### config.mk
export PLATFORM = sky130hd
export DESIGN_NAME = alu_mc
export DESIGN_NICKNAME = d
export VERILOG_FILES = /design/src/rtl/alu_mc_pkg.sv /design/src/rtl/alu_mc_mul.sv /design/src/rtl/alu_mc.sv
export SDC_FILE = /design/constraint.sdc
export NUM_CORES = 1
export LEC_CHECK = 0
export BUFFER_PORTS_ARGS = -buffer_cell sky130_fd_sc_hd__buf_2
export CAP_MARGIN = 15
export CORE_ASPECT_RATIO = 0.5
export CORE_UTILIZATION = 30
export DETAILED_ROUTE_END_ITERATION = 10
export GPL_TIMING_DRIVEN = 0
export HOLD_SLACK_MARGIN = 0.08
export SLEW_MARGIN = 10
export SYNTH_ARGS = -nofsm -noshare
export SYNTH_HDL_FRONTEND = slang
export SYNTH_SLANG_ARGS = --single-unit
### constraint.sdc
create_clock -name clock -period 9.1 [get_ports clock]
set_input_delay 0.455 -clock clock [delete_from_list [all_inputs] [get_ports clock]]
set_output_delay 0.455 -clock clock [all_outputs]
set_load 0.01 [all_outputs]
### src/rtl/alu_mc_pkg.sv
`default_nettype none
// ============================================================================
// Module   : alu_mc_pkg
// Purpose  : Opcodes, FSM states and flag bit positions shared by alu_mc.
// Revision : 1.0
// ============================================================================
package alu_mc_pkg;

    typedef enum logic [3:0] {
        OP_ADD  = 4'd0,
        OP_SUB  = 4'd1,
        OP_AND  = 4'd2,
        OP_OR   = 4'd3,
        OP_NOR  = 4'd4,
        OP_XOR  = 4'd5,
        OP_SLL  = 4'd6,
        OP_SRL  = 4'd7,
        OP_SRA  = 4'd8,
        OP_SLT  = 4'd9,
        OP_SLTU = 4'd10,
        OP_MUL  = 4'd11
    } alu_op_e;

    typedef enum logic [1:0] {
        ST_IDLE = 2'd0,
        ST_EXEC = 2'd1,
        ST_MUL  = 2'd2,
        ST_DONE = 2'd3
    } alu_state_e;

    // Bit positions inside flags = {Z,N,C,V}
    localparam int c_flag_z = 3;
    localparam int c_flag_n = 2;
    localparam int c_flag_c = 1;
    localparam int c_flag_v = 0;

endpackage
`default_nettype wire

### src/rtl/alu_mc_mul.sv
`default_nettype none
// ============================================================================
// Module   : alu_mc_mul
// Purpose  : Iterative shift-add multiplier, one multiplier bit per cycle,
//            low WIDTH bits of the product. Used only with ALU_MC_MUL_EN.
// Revision : 1.0
// ============================================================================
module alu_mc_mul #(
    parameter int WIDTH = 16
) (
    input  logic             clock,
    input  logic             reset,
    input  logic             start,
    input  logic [WIDTH-1:0] a,
    input  logic [WIDTH-1:0] b,
    output logic             busy,
    output logic             done,
    output logic [WIDTH-1:0] product
);
    localparam int c_cnt_w = $clog2(WIDTH);

    logic               r_busy_q,   w_busy_d;
    logic [c_cnt_w-1:0] r_cnt_q,    w_cnt_d;
    logic [WIDTH-1:0]   r_mcand_q,  w_mcand_d;
    logic [WIDTH-1:0]   r_mplier_q, w_mplier_d;
    logic [WIDTH-1:0]   r_acc_q,    w_acc_d;
    logic [WIDTH-1:0]   w_acc_next;

    // product is the accumulator including the current step, so it is
    // final in the same cycle done is raised.
    assign w_acc_next = r_acc_q + (r_mplier_q[0] ? r_mcand_q : '0);
    assign busy       = r_busy_q;
    assign done       = r_busy_q && (r_cnt_q == c_cnt_w'(WIDTH - 1));
    assign product    = w_acc_next;

    always_comb begin
        w_busy_d   = r_busy_q;
        w_cnt_d    = r_cnt_q;
        w_mcand_d  = r_mcand_q;
        w_mplier_d = r_mplier_q;
        w_acc_d    = r_acc_q;
        if (start) begin
            w_busy_d   = 1'b1;
            w_cnt_d    = '0;
            w_mcand_d  = a;
            w_mplier_d = b;
            w_acc_d    = '0;
        end else if (r_busy_q) begin
            w_acc_d    = w_acc_next;
            w_mcand_d  = r_mcand_q << 1;
            w_mplier_d = r_mplier_q >> 1;
            w_cnt_d    = r_cnt_q + 1'b1;
            if (done) begin
                w_busy_d = 1'b0;
            end
        end
    end

    always_ff @(posedge clock or posedge reset) begin
        if (reset) begin
            r_busy_q   <= 1'b0;
            r_cnt_q    <= '0;
            r_mcand_q  <= '0;
            r_mplier_q <= '0;
            r_acc_q    <= '0;
        end else begin
            r_busy_q   <= w_busy_d;
            r_cnt_q    <= w_cnt_d;
            r_mcand_q  <= w_mcand_d;
            r_mplier_q <= w_mplier_d;
            r_acc_q    <= w_acc_d;
        end
    end

endmodule
`default_nettype wire

### src/rtl/alu_mc.sv
`default_nettype none
// ============================================================================
// Module   : alu_mc
// Purpose  : Multi-cycle ALU with valid/ready handshakes and {Z,N,C,V} flags.
//            Define ALU_MC_MUL_EN to include the iterative multiplier (op 11).
// Revision : 1.0
// ============================================================================
module alu_mc
    import alu_mc_pkg::*;
#(
    parameter int WIDTH = 16
) (
    input  logic             clock,
    input  logic             reset,
    input  logic             in_valid,
    output logic             in_ready,
    input  logic [WIDTH-1:0] a,
    input  logic [WIDTH-1:0] b,
    input  logic [3:0]       op,
    output logic             out_valid,
    input  logic             out_ready,
    output logic [WIDTH-1:0] result,
    output logic [3:0]       flags,
    output logic             err
);
    localparam int c_sh_w = $clog2(WIDTH);
    localparam int c_msb  = WIDTH - 1;

    alu_state_e       r_state_q,     w_state_d;
    logic [WIDTH-1:0] r_a_q,         w_a_d;
    logic [WIDTH-1:0] r_b_q,         w_b_d;
    logic [3:0]       r_op_q,        w_op_d;
    logic [WIDTH-1:0] r_result_q,    w_result_d;
    logic [3:0]       r_flags_q,     w_flags_d;
    logic             r_err_q,       w_err_d;
    logic             r_out_valid_q, w_out_valid_d;

    logic             w_accept;
    logic [c_sh_w-1:0] w_sh;
    logic [WIDTH:0]   w_sum;
    logic [WIDTH:0]   w_diff;
    logic [WIDTH-1:0] w_alu_res;
    logic [3:0]       w_alu_flags;
    logic             w_alu_c;
    logic             w_alu_v;
    logic             w_alu_err;

`ifdef ALU_MC_MUL_EN
    logic             w_mul_start;
    logic             w_mul_busy;
    logic             w_mul_done;
    logic [WIDTH-1:0] w_mul_product;

    alu_mc_mul #(
        .WIDTH (WIDTH)
    ) u_mul (
        .clock   (clock),
        .reset   (reset),
        .start   (w_mul_start),
        .a       (a),
        .b       (b),
        .busy    (w_mul_busy),
        .done    (w_mul_done),
        .product (w_mul_product)
    );

    assign in_ready = (r_state_q == ST_IDLE) && !w_mul_busy;
`else
    assign in_ready = (r_state_q == ST_IDLE);
`endif

    assign w_accept  = in_valid && in_ready;
    assign out_valid = r_out_valid_q;
    assign result    = r_result_q;
    assign flags     = r_flags_q;
    assign err       = r_err_q;

    // The extra top bit of the subtraction is the unsigned borrow.
    assign w_sh   = r_b_q[c_sh_w-1:0];
    assign w_sum  = {1'b0, r_a_q} + {1'b0, r_b_q};
    assign w_diff = {1'b0, r_a_q} - {1'b0, r_b_q};

    always_comb begin
        w_alu_res = '0;
        w_alu_c   = 1'b0;
        w_alu_v   = 1'b0;
        w_alu_err = 1'b0;
        case (r_op_q)
            OP_ADD: begin
                w_alu_res = w_sum[WIDTH-1:0];
                w_alu_c   = w_sum[WIDTH];
                w_alu_v   = (r_a_q[c_msb] == r_b_q[c_msb]) && (w_sum[c_msb] != r_a_q[c_msb]);
            end
            OP_SUB: begin
                w_alu_res = w_diff[WIDTH-1:0];
                w_alu_c   = w_diff[WIDTH];
                w_alu_v   = (r_a_q[c_msb] != r_b_q[c_msb]) && (w_diff[c_msb] != r_a_q[c_msb]);
            end
            OP_AND:  w_alu_res = r_a_q & r_b_q;
            OP_OR:   w_alu_res = r_a_q | r_b_q;
            OP_NOR:  w_alu_res = ~(r_a_q | r_b_q);
            OP_XOR:  w_alu_res = r_a_q ^ r_b_q;
            OP_SLL:  w_alu_res = r_a_q << w_sh;
            OP_SRL:  w_alu_res = r_a_q >> w_sh;
            OP_SRA:  w_alu_res = $signed(r_a_q) >>> w_sh;
            OP_SLT:  w_alu_res = {{(WIDTH-1){1'b0}}, ($signed(r_a_q) < $signed(r_b_q))};
            OP_SLTU: w_alu_res = {{(WIDTH-1){1'b0}}, (r_a_q < r_b_q)};
            default: w_alu_err = 1'b1;
        endcase
    end

    always_comb begin
        w_alu_flags = '0;
        if (!w_alu_err) begin
            w_alu_flags[c_flag_z] = (w_alu_res == '0);
            w_alu_flags[c_flag_n] = w_alu_res[c_msb];
            w_alu_flags[c_flag_c] = w_alu_c;
            w_alu_flags[c_flag_v] = w_alu_v;
        end
    end

    always_comb begin
        w_state_d  = r_state_q;
        w_a_d      = r_a_q;
        w_b_d      = r_b_q;
        w_op_d     = r_op_q;
        w_result_d = r_result_q;
        w_flags_d  = r_flags_q;
        w_err_d    = r_err_q;
`ifdef ALU_MC_MUL_EN
        w_mul_start = 1'b0;
`endif
        case (r_state_q)
            ST_IDLE: begin
                if (w_accept) begin
                    w_a_d  = a;
                    w_b_d  = b;
                    w_op_d = op;
`ifdef ALU_MC_MUL_EN
                    if (op == OP_MUL) begin
                        w_state_d   = ST_MUL;
                        w_mul_start = 1'b1;
                    end else begin
                        w_state_d = ST_EXEC;
                    end
`else
                    w_state_d = ST_EXEC;
`endif
                end
            end
            ST_EXEC: begin
                w_result_d = w_alu_res;
                w_flags_d  = w_alu_flags;
                w_err_d    = w_alu_err;
                w_state_d  = ST_DONE;
            end
`ifdef ALU_MC_MUL_EN
            ST_MUL: begin
                if (w_mul_done) begin
                    w_result_d           = w_mul_product;
                    w_flags_d            = '0;
                    w_flags_d[c_flag_z]  = (w_mul_product == '0);
                    w_flags_d[c_flag_n]  = w_mul_product[c_msb];
                    w_err_d              = 1'b0;
                    w_state_d            = ST_DONE;
                end
            end
`endif
            ST_DONE: begin
                if (out_ready) begin
                    w_state_d = ST_IDLE;
                end
            end
            default: w_state_d = ST_IDLE;
        endcase
        w_out_valid_d = (w_state_d == ST_DONE);
    end

    always_ff @(posedge clock or posedge reset) begin
        if (reset) begin
            r_state_q     <= ST_IDLE;
            r_a_q         <= '0;
            r_b_q         <= '0;
            r_op_q        <= '0;
            r_result_q    <= '0;
            r_flags_q     <= '0;
            r_err_q       <= 1'b0;
            r_out_valid_q <= 1'b0;
        end else begin
            r_state_q     <= w_state_d;
            r_a_q         <= w_a_d;
            r_b_q         <= w_b_d;
            r_op_q        <= w_op_d;
            r_result_q    <= w_result_d;
            r_flags_q     <= w_flags_d;
            r_err_q       <= w_err_d;
            r_out_valid_q <= w_out_valid_d;
        end
    end

endmodule
`default_nettype wire

==> impl_results.md <==
* Status: complete, no violations
* Clock-pin slew reported for the worst setup and hold paths after clock tree synthesis at 60 ps
* Clock Skew at 9.97 ps
* Path type of the worst setup path: register to register
* Post-detailed-route via-to-cell ratio at 6.05
* Iter 0 DRT Violations at 1059
* Number of gates given a new drive strength after cts at 0
* Clk_lat worst skew at 360 ps
* Achievable frequency at 0.208 GHz
* Arrival time of the worst setup path at 5060 ps
* Average wire per cell in the routed design at 24.3 um
* Ys async rst share at 100%
* Post-layout min period at 4800 ps
* Net total in the final layout at 1001
* Period utilisation layout at 52.7%
* Standard-cell row count at 38
* Number of failing hold endpoints at the final stage at 0
* Buffer cell driving the clock tree root: clkbuf_16
* Residual antenna-violating net count after detailed routing at 0
* Register-to-register path setup slack at 4300 ps
* Post-CTS Setup Inserts at 0
* Worst-path maximum fanout at 10
* Data required time of the critical path at 9360 ps
* Hold WC Path Type: primary input to async pin
* Die H at 108 um
* Area Growth Syn to Fin at 15.1%
* CTS tree: done
* Clock tree sinks at 60
* Post-Route Setup TNS at 0 ps
* Initial antenna violation count at 1
* Launching element type of the critical path: register
* Count of mapped cells out of synthesis at 835
* Synthesized area at 0.00671 sq mm
* Setup repair after global routing missed its margin: no
* Wire length of the first global-routing pass at 44.0 mm
* Synth warnings at 0
* Initial cell density of the core at 30.8%
* Pin slew with the least headroom to its limit at 1260 ps
* Number of max-capacitance violations reported at 0
* Horizontal die dimension at 214 um
* Worst r2r src: r_b_q[1]$_DFFE_PP0P_
* Number of global-route vias before repair at 6775
* Die footprint at 0.0230 sq mm
* Core box area at 0.0218 sq mm
* Antenna cell count at 0
* Part of the Yosys area used for sequential elements at 22.4%
* Detailed-route via count at 7347
* Crit Reg-Reg Endpoint: flags[3]$_DFFE_PP0P_
* Number of enable flip-flop cells after synthesis at 0
* Ratio of cells with drive above 1 in the final layout at 17.5%
* Main flop type after synthesis: dfrtp_1
* Input/output buffers at 62
* Post-route DRC at 0
* Final weighted congestion of routability-driven global placement at 1.01
* Largest net degree at the start of global routing at 61
* Flip-flop and latch count after synthesis at 60
* Critical Path Sink Type: register
* GR Util All Layers at 26.1%
* CTS buffer count at 9
* Syn avg cell area at 8.04 sq um
* I/O pins at 63
* Normalized max-slew margin at 15.1%
* Sum of overflow across all layers after global routing at 0
* Max H-tree Level at 3
* Max Root-Sink Buffers at 2
* Path depth of the worst reg2reg path at 13
* Number of pins with negative max-slew slack in the final report at 0
* Distinct cell type count of the synthesized netlist at 77
* Post-Synthesis Net Count at 926
* Post-CTS Hold Fix Bufs at 0
* Initial DRT Pass Iterations at 5
* Endpoints failing setup at 0
* Half-perimeter wire length after placement at 23.0 mm
* Total routed wirelength at 29.6 mm
[per-stage QoR]
stage	hold slack, ps	worst slack [ps]	utilization [%]	instances	cell area, sq um
6_report	251	4300	35.4	1215	7720
3_3_place_gp	462	4530	33.9	1197	7400
5_1_grt	303	4350	35.4	1215	7720
2_1_floorplan	484	5670	-	835	6710
4_1_cts	287	4540	35.3	1214	7710
3_5_place_dp	461	4560	34.0	1198	7410
[Yosys cell counts, types with 8 or more instances]
cell type	instances	share of area, %
nand2_1	91	5.1
o22ai_1	8	0.75
mux4_2	27	9.1
dfrtp_1	60	22
nand3_1	10	0.75
inv_1	45	2.5
mux2_2	12	2.0
buf_2	15	1.1
nor3_1	15	1.1
a21o_1	13	1.5
o21ai_0	74	5.5
mux2i_1	16	2.4
a21oi_1	58	4.3
ha_1	49	9.1
a211oi_1	8	0.89
a2111oi_0	9	1.2
clkbuf_1	50	2.8
nor2b_1	11	1.0
a22oi_1	8	0.89
a31oi_1	9	0.84
nor2_1	85	4.8
[area by class of cell]
type	instances	area (sq um)
multi-input cells	655	4720
flip-flops and latches	60	1500
well taps	300	375
plain buffers	74	323
fillers	2298	14100
repair buffers	64	327
inverters	46	175
clock buffers	9	225
clock inverters	7	75.1
[metal layers]
metal	vias to the layer above	GRT usage (%)	wire length [um]
met3	60	6.21	3600
met1	3572	40.0	13900
li1	3227	-	-
met4	0	7.70	822
met2	488	34.9	11200
met5	-	0	0
[sequential cells by signal, indices dropped and copies added, names as in the netlist]
name and count:
err 1, flags 4, out_valid 1, r_a_q 16, r_b_q 16, r_op_q 4, r_state_q 2, result 16
[worst max-delay path by stage]
stage,from,endpoint,slack [ps],depth (start not counted)
final,r_b_q[1]$_DFFE_PP0P_,flags[3]$_DFFE_PP0P_,4300,13
after global routing,r_b_q[1]$_DFFE_PP0P_,flags[3]$_DFFE_PP0P_,4350,13
after CTS,r_b_q[1]$_DFFE_PP0P_,flags[3]$_DFFE_PP0P_,4540,13
after detailed placement,r_b_q[1]$_DFFE_PP0P_,flags[3]$_DFFE_PP0P_,4560,13
after global placement,r_b_q[1]$_DFFE_PP0P_,flags[3]$_DFFE_PP0P_,4530,13
after floorplan,r_b_q[2]$_DFFE_PP0P_,flags[3]$_DFFE_PP0P_,5670,13
[placed cells by master, fill, tap and decap left out, types with 9 or more instances in the layout]
master / n
clkbuf_16: 9
clkbuf_1: 50
mux4_2: 27
buf_2: 77
nor2_1: 85
nor2b_1: 11
nand3_1: 10
mux2i_1: 16
a21o_1: 13
dfrtp_1: 60
ha_1: 49
a31oi_1: 9
nor3_1: 15
a21oi_1: 58
inv_1: 44
o21ai_0: 74
mux2_2: 12
nand2_1: 91
[critical path, stage by stage, from the launching register on]
cell and delay, ps:
dfrtp_1 440, buf_4 230, buf_2 310, inv_1 270, ha_1 390, or2_2 330
a211oi_1 440, o311a_1 290, or4_4 180, nor2_1 50, a2111oi_0 1080, nor3b_1 320
nand4bb_1 170, o41ai_2 210
[kinds of logic (layout without fill, tap and decap cells)]
group                    Yosys count  in the layout  share of synthesized area [%]
multiplexers                      55             55                           13.5
adder cells (fa/ha/maj)           51             51                           9.73
flip-flops                        60             60                           22.4
AND/OR/NAND/NOR                  271            271                           19.2
AO/OA/AOI/OAI                    272            272                           27.1
buffers and inverters            120            200                           7.38
XOR/XNOR                           6              6                          0.783
Power is left out: the tool's default activity adds up to more than one toggle a clock period on the data nets, which glitch-free logic cannot reach.
